===== config.mk =====
export PLATFORM = sky130hd
export DESIGN_NAME = aes_axis_cmd_responder_flat
export DESIGN_NICKNAME = d
export VERILOG_FILES = /design/src/rtl/aes_axis_cmd_responder_pkg.sv /design/src/rtl/aes_axis_cmd_responder_if.sv /design/src/rtl/aes_axis_serializer.sv /design/src/rtl/aes_axis_cmd_responder.sv /design/src/flat_wrapper.sv
export SDC_FILE = /design/constraint.sdc
export NUM_CORES = 1
export LEC_CHECK = 0
export CAP_MARGIN = 10
export CORE_MARGIN = 3
export CORE_UTILIZATION = 52
export CTS_CLUSTER_DIAMETER = 100
export DETAILED_ROUTE_END_ITERATION = 7
export PLACE_DENSITY = 0.8
export SKIP_LAST_GASP = 1
export SLEW_MARGIN = 10
export SYNTH_ARGS = -nofsm -noshare
export SYNTH_HDL_FRONTEND = slang
export SYNTH_SLANG_ARGS = --single-unit

===== constraint.sdc =====
create_clock -name aclk -period 21.9 [get_ports aclk]
set_input_delay 4.38 -clock aclk [delete_from_list [all_inputs] [get_ports aclk]]
set_output_delay 4.38 -clock aclk [all_outputs]
set_load 0.05 [all_outputs]

===== src/rtl/aes_axis_cmd_responder_pkg.sv =====
// rtl/aes_axis_cmd_responder_pkg.sv - command codes, constants and FSM states for the AES stream responder
package aes_axis_pkg;

    localparam logic [31:0] CMD_SET_KEY = 32'h0000_0010;
    localparam logic [31:0] CMD_ENCRYPT = 32'h0000_0020;
    localparam logic [31:0] CMD_DECRYPT = 32'h0000_0040;
    localparam logic [31:0] ERR_WORD    = 32'hFFFF_FFFF;
    localparam int          BLK_WORDS   = 4;

    typedef enum logic [1:0] {
        CMD,
        PAYLOAD,
        WAIT,
        SEND
    } state_e;

endpackage


===== src/rtl/aes_axis_cmd_responder_if.sv =====
// rtl/aes_axis_cmd_responder_if.sv - 32-bit stream bundle with master/slave views
interface aes_axis_cmd_responder_if;
    logic [31:0] tdata;
    logic        tvalid;
    logic        tready;
    logic        tlast;

    modport master (output tdata, output tvalid, output tlast, input tready);
    modport slave  (input tdata, input tvalid, input tlast, output tready);
endinterface


===== src/rtl/aes_axis_serializer.sv =====
// rtl/aes_axis_serializer.sv - 128-to-32 response shift register driving the output stream
module aes_axis_serializer
    import aes_axis_pkg::*;
#(
    parameter int DATA_W = 32,
    parameter int BLK_W  = 128
) (
    input  logic                     clk,
    input  logic                     rst,
    input  logic                     load_i,
    input  logic [BLK_W-1:0]         load_data_i,
    aes_axis_cmd_responder_if.master m_axis,
    output logic                     done_o
);

    logic [BLK_W-1:0] shreg_q, shreg_d;
    logic             valid_q, valid_d;
    logic             last_q, last_d;
    logic [1:0]       cnt_q, cnt_d;
    logic             hs;

    assign hs = valid_q && m_axis.tready;

    // Load a new block, or advance one word per handshake; a stalled word stays put
    always_comb begin
        shreg_d = shreg_q;
        valid_d = valid_q;
        last_d  = last_q;
        cnt_d   = cnt_q;
        if (load_i) begin
            shreg_d = load_data_i;
            valid_d = 1'b1;
            last_d  = 1'b0;
            cnt_d   = '0;
        end else if (hs) begin
            shreg_d = shreg_q << DATA_W;
            cnt_d   = cnt_q + 2'd1;
            last_d  = (cnt_q == 2'(BLK_WORDS - 2));
            if (last_q) begin
                valid_d = 1'b0;
                last_d  = 1'b0;
                cnt_d   = '0;
            end
        end
    end

    // Output registers, cleared on reset so nothing is emitted until a fresh load
    always_ff @(posedge clk or posedge rst) begin
        if (rst) begin
            shreg_q <= '0;
            valid_q <= 1'b0;
            last_q  <= 1'b0;
            cnt_q   <= '0;
        end else begin
            shreg_q <= shreg_d;
            valid_q <= valid_d;
            last_q  <= last_d;
            cnt_q   <= cnt_d;
        end
    end

    assign m_axis.tdata  = shreg_q[BLK_W-1 -: DATA_W];
    assign m_axis.tvalid = valid_q;
    assign m_axis.tlast  = last_q;
    assign done_o        = hs && last_q;

endmodule


===== src/rtl/aes_axis_cmd_responder.sv =====
// rtl/aes_axis_cmd_responder.sv - command/payload frame decoder driving the AES core and returning 4-word responses
module aes_axis_cmd_responder
    import aes_axis_pkg::*;
#(
    parameter int DATA_W       = 32,
    parameter int BLK_W        = 128,
    parameter int CORE_TIMEOUT = 255
) (
    input  logic                     aclk,
    input  logic                     areset,
    aes_axis_cmd_responder_if.slave  s_axis,
    aes_axis_cmd_responder_if.master m_axis,
    output logic                     aes_start,
    output logic                     aes_decrypt,
    output logic [BLK_W-1:0]         aes_key,
    output logic [BLK_W-1:0]         aes_data,
    input  logic                     aes_done,
    input  logic [BLK_W-1:0]         aes_result
);

    localparam int TMO_W = $clog2(CORE_TIMEOUT + 1);

    state_e           state_q, state_d;
    logic [1:0]       cnt_q, cnt_d;
    logic [31:0]      cmd_q, cmd_d;
    logic [BLK_W-1:0] staging_q, staging_d;
    logic [BLK_W-1:0] key_q, key_d;
    logic [BLK_W-1:0] data_q, data_d;
    logic             dec_q, dec_d;
    logic             start_q, start_d;
    logic             tready_q, tready_d;
    logic [TMO_W-1:0] tmo_q, tmo_d;

    logic             s_hs;
    logic [BLK_W-1:0] full_blk;
    logic             ser_load;
    logic [BLK_W-1:0] ser_blk;
    logic             ser_done;
    logic             unused_tlast;

    // Framing is purely by word count, so the incoming tlast carries no information
    assign unused_tlast = s_axis.tlast;

    // Frame decode, core handshake and timeout; response loads go straight into the serializer
    always_comb begin
        state_d   = state_q;
        cnt_d     = cnt_q;
        cmd_d     = cmd_q;
        staging_d = staging_q;
        key_d     = key_q;
        data_d    = data_q;
        dec_d     = dec_q;
        start_d   = 1'b0;
        tmo_d     = tmo_q;
        ser_load  = 1'b0;
        ser_blk   = '0;
        s_hs      = s_axis.tvalid && tready_q;
        full_blk  = {staging_q[BLK_W-1:DATA_W], s_axis.tdata};

        unique case (state_q)
            CMD: begin
                if (s_hs) begin
                    cmd_d   = s_axis.tdata;
                    cnt_d   = '0;
                    state_d = PAYLOAD;
                end
            end
            PAYLOAD: begin
                if (s_hs) begin
                    staging_d[(BLK_W-1) - DATA_W*int'(cnt_q) -: DATA_W] = s_axis.tdata;
                    cnt_d = cnt_q + 2'd1;
                    if (cnt_q == 2'(BLK_WORDS - 1)) begin
                        cnt_d = '0;
                        case (cmd_q)
                            CMD_SET_KEY: begin
                                key_d    = full_blk;
                                ser_load = 1'b1;
                                ser_blk  = '0;
                                state_d  = SEND;
                            end
                            CMD_ENCRYPT, CMD_DECRYPT: begin
                                data_d  = full_blk;
                                dec_d   = (cmd_q == CMD_DECRYPT);
                                start_d = 1'b1;
                                tmo_d   = '0;
                                state_d = WAIT;
                            end
                            default: begin
                                ser_load = 1'b1;
                                ser_blk  = {(BLK_W/DATA_W){ERR_WORD}};
                                state_d  = SEND;
                            end
                        endcase
                    end
                end
            end
            WAIT: begin
                tmo_d = tmo_q + TMO_W'(1);
                if (aes_done) begin
                    ser_load = 1'b1;
                    ser_blk  = aes_result;
                    dec_d    = 1'b0;
                    state_d  = SEND;
                end else if (tmo_q == TMO_W'(CORE_TIMEOUT)) begin
                    ser_load = 1'b1;
                    ser_blk  = {(BLK_W/DATA_W){ERR_WORD}};
                    dec_d    = 1'b0;
                    state_d  = SEND;
                end
            end
            SEND: begin
                if (ser_done) begin
                    state_d = CMD;
                end
            end
            default: state_d = CMD;
        endcase

        // Registered ready tracks the state being entered so it is low out of reset
        tready_d = (state_d == CMD) || (state_d == PAYLOAD);
    end

    // State and datapath registers
    always_ff @(posedge aclk or posedge areset) begin
        if (areset) begin
            state_q   <= CMD;
            cnt_q     <= '0;
            cmd_q     <= '0;
            staging_q <= '0;
            key_q     <= '0;
            data_q    <= '0;
            dec_q     <= 1'b0;
            start_q   <= 1'b0;
            tready_q  <= 1'b0;
            tmo_q     <= '0;
        end else begin
            state_q   <= state_d;
            cnt_q     <= cnt_d;
            cmd_q     <= cmd_d;
            staging_q <= staging_d;
            key_q     <= key_d;
            data_q    <= data_d;
            dec_q     <= dec_d;
            start_q   <= start_d;
            tready_q  <= tready_d;
            tmo_q     <= tmo_d;
        end
    end

    aes_axis_serializer #(
        .DATA_W (DATA_W),
        .BLK_W  (BLK_W)
    ) u_ser (
        .clk         (aclk),
        .rst         (areset),
        .load_i      (ser_load),
        .load_data_i (ser_blk),
        .m_axis      (m_axis),
        .done_o      (ser_done)
    );

    assign s_axis.tready = tready_q;
    assign aes_start     = start_q;
    assign aes_decrypt   = dec_q;
    assign aes_key       = key_q;
    assign aes_data      = data_q;

endmodule


===== src/flat_wrapper.sv =====
// flat-port wrapper written by rule: the top's interface ports become plain ports
module aes_axis_cmd_responder_flat import aes_axis_pkg::*;
#(
    parameter int DATA_W       = 32,
    parameter int BLK_W        = 128,
    parameter int CORE_TIMEOUT = 255
)
  (aclk, areset, aes_start, aes_decrypt, aes_key, aes_data, aes_done, aes_result, s_axis_tdata, s_axis_tvalid, s_axis_tlast, s_axis_tready, m_axis_tdata, m_axis_tvalid, m_axis_tlast, m_axis_tready);
  aes_axis_cmd_responder_if s_axis_i ();
  aes_axis_cmd_responder_if m_axis_i ();
  input  logic aclk;
  input  logic areset;
  output logic aes_start;
  output logic aes_decrypt;
  output logic [BLK_W-1:0] aes_key;
  output logic [BLK_W-1:0] aes_data;
  input  logic aes_done;
  input  logic [BLK_W-1:0] aes_result;
  input wire logic [$bits(s_axis_i.tdata)-1:0] s_axis_tdata;
  input wire logic [$bits(s_axis_i.tvalid)-1:0] s_axis_tvalid;
  input wire logic [$bits(s_axis_i.tlast)-1:0] s_axis_tlast;
  output wire logic [$bits(s_axis_i.tready)-1:0] s_axis_tready;
  output wire logic [$bits(m_axis_i.tdata)-1:0] m_axis_tdata;
  output wire logic [$bits(m_axis_i.tvalid)-1:0] m_axis_tvalid;
  output wire logic [$bits(m_axis_i.tlast)-1:0] m_axis_tlast;
  input wire logic [$bits(m_axis_i.tready)-1:0] m_axis_tready;
  assign s_axis_i.tdata = s_axis_tdata;
  assign s_axis_i.tvalid = s_axis_tvalid;
  assign s_axis_i.tlast = s_axis_tlast;
  assign s_axis_tready = s_axis_i.tready;
  assign m_axis_tdata = m_axis_i.tdata;
  assign m_axis_tvalid = m_axis_i.tvalid;
  assign m_axis_tlast = m_axis_i.tlast;
  assign m_axis_i.tready = m_axis_tready;
  aes_axis_cmd_responder #(.DATA_W(DATA_W), .BLK_W(BLK_W), .CORE_TIMEOUT(CORE_TIMEOUT)) u_core (.aclk(aclk), .areset(areset), .s_axis(s_axis_i), .m_axis(m_axis_i), .aes_start(aes_start), .aes_decrypt(aes_decrypt), .aes_key(aes_key), .aes_data(aes_data), .aes_done(aes_done), .aes_result(aes_result));
endmodule

==> results.cfg <==
[worst_setup_path]
crit_path_start_kind = input pin
endpoint_kind = register
arrival_ns = 7.56
cp_cell_sequence = clkdlybuf4s50_1 > and3_1 > nand2_1 > nor3_4 > buf_4 > mux2_2
crit_type = in2reg
crit_fanout = 68
r2r_cells = 6
slowest_delay_ns = 0.84
cp_slowest_cell = buf_4
required_ns = 22.37

[logic_synthesis]
yosysWarningCount = 0
synthArstFlopShare = 1.00
synthTopCellsByArea = dfrtp_1, mux2_2, mux2i_1
synth.distinct_cells = 44
yosysTopAreaCellShare = 0.570
yosysTopAreaCell = dfrtp_1
synthCells = 1906
ys.flop_type = dfrtp_1
seq_area_frac_synth = 0.570
synth_edf_count = 0
syn-cell-area_mm2 = 0.0233
synth-seq-cells = 531
synth_nets = 2082
avgSynthCellArea_um2 = 12.2

[sta]
fin_tns_setup_ns = 0
grt_setup_unrepaired = false
slew_violations = 0
finalSetupViolations = 0
final.min_clock_period_ns = 7.09
tightest_slew_ns = 1.13
skew_ns = 0.0270
hold_ws_ns = 0.486
hold_viol_final = 0
clock.fmax_mhz = 141
fin_crit_sh = 0.324
relSlewSlack = 0.244

[clock_network]
clockBufferDepth = 3
clk_latency_ns = 0.61
cts_tree = built
cts_root_buffer = clkbuf_16
clkTransAtPathRegs_ns = 0.06
cts.hold.buffers_added = 0
clock-sinks = 531
cts_buffers = 54
postCtsSetupBuffers = 0
cts-resized-gates = 0
cts_max_level = 2

[worst_hold_path]
hold_class = reg2reg
hold_path_depth = 1

[power_and_ir_drop]
power.leakage_nw = 14.8
vdd_ir_drop_max_v = 0.0000755
power.density_mw_per_mm2 = 80.3
p_total_mw = 2.39

[floorplanning]
die_w_um = 218
die-area_mm2 = 0.0474
placementRows = 76
start_util = 0.534
ios = 459
die_h_um = 218
core_area_mm2 = 0.0436

[cells_and_area]
drive_gt1_frac = 0.165
seq_area_mm2 = 0.0133
nNetsFinal = 2452
area_growth_pct = 27.6
fin_util = 0.681
fin_cells = 2903
multi_input_comb_area_mm2 = 0.00906
nFillCells = 3143

[grt]
antenna_found_initial = 2
gr-total-overflow = 0
grt_start_max_net_pins = 130
grt_pass1_wl_um = 94400
first_global_vias = 16300
grtUsageTotal = 0.254

[drt]
drtAntennaViolNets = 0
vias = 16000
wl_um = 61000
drc_errors = 0
viasPerCell = 5.51
drt-pass1-iter-count = 5
drt-initial-drc-count = 1315
wl_per_cell_um = 21.0

[placed_design]
place_congestion = 0.833
dpl.hpwl_um = 41100
port_buffers = 457
post-place-cells = 2805

[run_status]
outcome = completed

[run]
drv_cap = 0
## critical path, delay by kind of cell
kind / cells / cell delay [ns]
buffers and inverters: 2 / 1.39
AND/OR/NAND/NOR: 3 / 1.27
multiplexers: 1 / 0.42
## cells in the mapped netlist, drive strengths merged (2+ instances only)
cell type,instances
dfrtp,531
mux2,289
nand2,243
mux2i,226
a21oi,133
nand2b,130
o21ai,100
clkbuf,89
buf,76
inv,12
nand3,11
ha,10
nor2,7
nor4,7
nor3,5
nand4,4
o211ai,3
o2bb2ai,3
o31ai,3
or2,3
a31o,2
and3,2
nor3b,2
o311a,2
## cell type report
type | count | area share
clock buffer | 79 | 0.0530
timing repair buffer | 479 | 0.160
inverter | 12 | 0.00177
antenna | 1 | 0.0000842
tap | 585 | 0.0246
multi-input combinational | 1198 | 0.305
clock inverter | 18 | 0.00846
sequential | 531 | 0.447
## placed cells by master (no fill, tap or decap), types with 8 or more instances in the layout
cell	synthesis	layout
a21oi_1	133	133
clkbuf_1	89	13
mux2_1	32	32
ha_1	10	10
nand2b_1	130	130
nand2_1	243	239
dfrtp_1	531	531
nand3_1	11	10
mux2_2	257	257
o21ai_0	99	99
buf_4	57	21
clkdlybuf4s50_1	0	456
clkbuf_8	0	11
clkinv_2	0	8
clkbuf_16	0	55
inv_1	12	11
mux2i_1	226	226
## cells by family (layout without fill, tap and decap cells)
group | Yosys count | in the layout | synth area share
multiplexers | 515 | 515 | 0.237
buffers and inverters | 177 | 588 | 0.0438
XOR/XNOR | 1 | 1 | 0.000376
adder cells (fa/ha/maj) | 10 | 10 | 0.00537
AO/OA/AOI/OAI | 254 | 254 | 0.0584
flip-flops | 531 | 531 | 0.570
other | 0 | 1 | 0
AND/OR/NAND/NOR | 418 | 418 | 0.0851
## state kept, by name (all words and copies together), names as in the netlist, 2 cells and up
register	flops
u_core.aes_data	128
u_core.cnt_q	2
u_core.staging_q	96
u_core.state_q	2
u_core.u_ser.cnt_q	2
u_core.cmd_q	32
u_core.u_ser.shreg_q	128
u_core.tmo_q	8
u_core.aes_key	128
## worst paths after layout
| kind | start | endpoint | slack, ns |
|---|---|---|---|
| max | s_axis_tvalid | u_core.aes_key[31] | 14.81 |
| min reg2reg | u_core.aes_data[1] | u_core.aes_data[1] | 0.49 |
| min | u_core.aes_data[1] | u_core.aes_data[1] | 0.49 |
| max in group asynchronous | areset | u_core.staging_q[56] | 15.22 |
| min in group asynchronous | areset | u_core.u_ser.shreg_q[6] | 4.30 |
| max reg2reg | u_core.cmd_q[21] | u_core.aes_key[31] | 18.27 |
## per-stage QoR
stage | setup WS [ns] | area, um2
floorplan | 2.68 | 23300
global placement | 13.75 | 27900
detailed placement | 14.24 | 27900
CTS | 14.88 | 29700
global route | 14.70 | 29700
finish | 14.81 | 29700
## metal layers
metal	up-vias	wire length, um	GRT usage
met5	-	11	0
met4	2	1190	0.0559
met3	90	4450	0.0694
met2	469	29500	0.419
met1	8162	25900	0.339
li1	7275	-	-
## where the power goes
group	switching (mW)	leakage (nW)	internal [mW]
sequential	0.0660	7.29	1.07
clock	0.383	0.887	0.548
combinational	0.195	6.57	0.124
No activity file was read; power rests on OpenSTA's default activity.
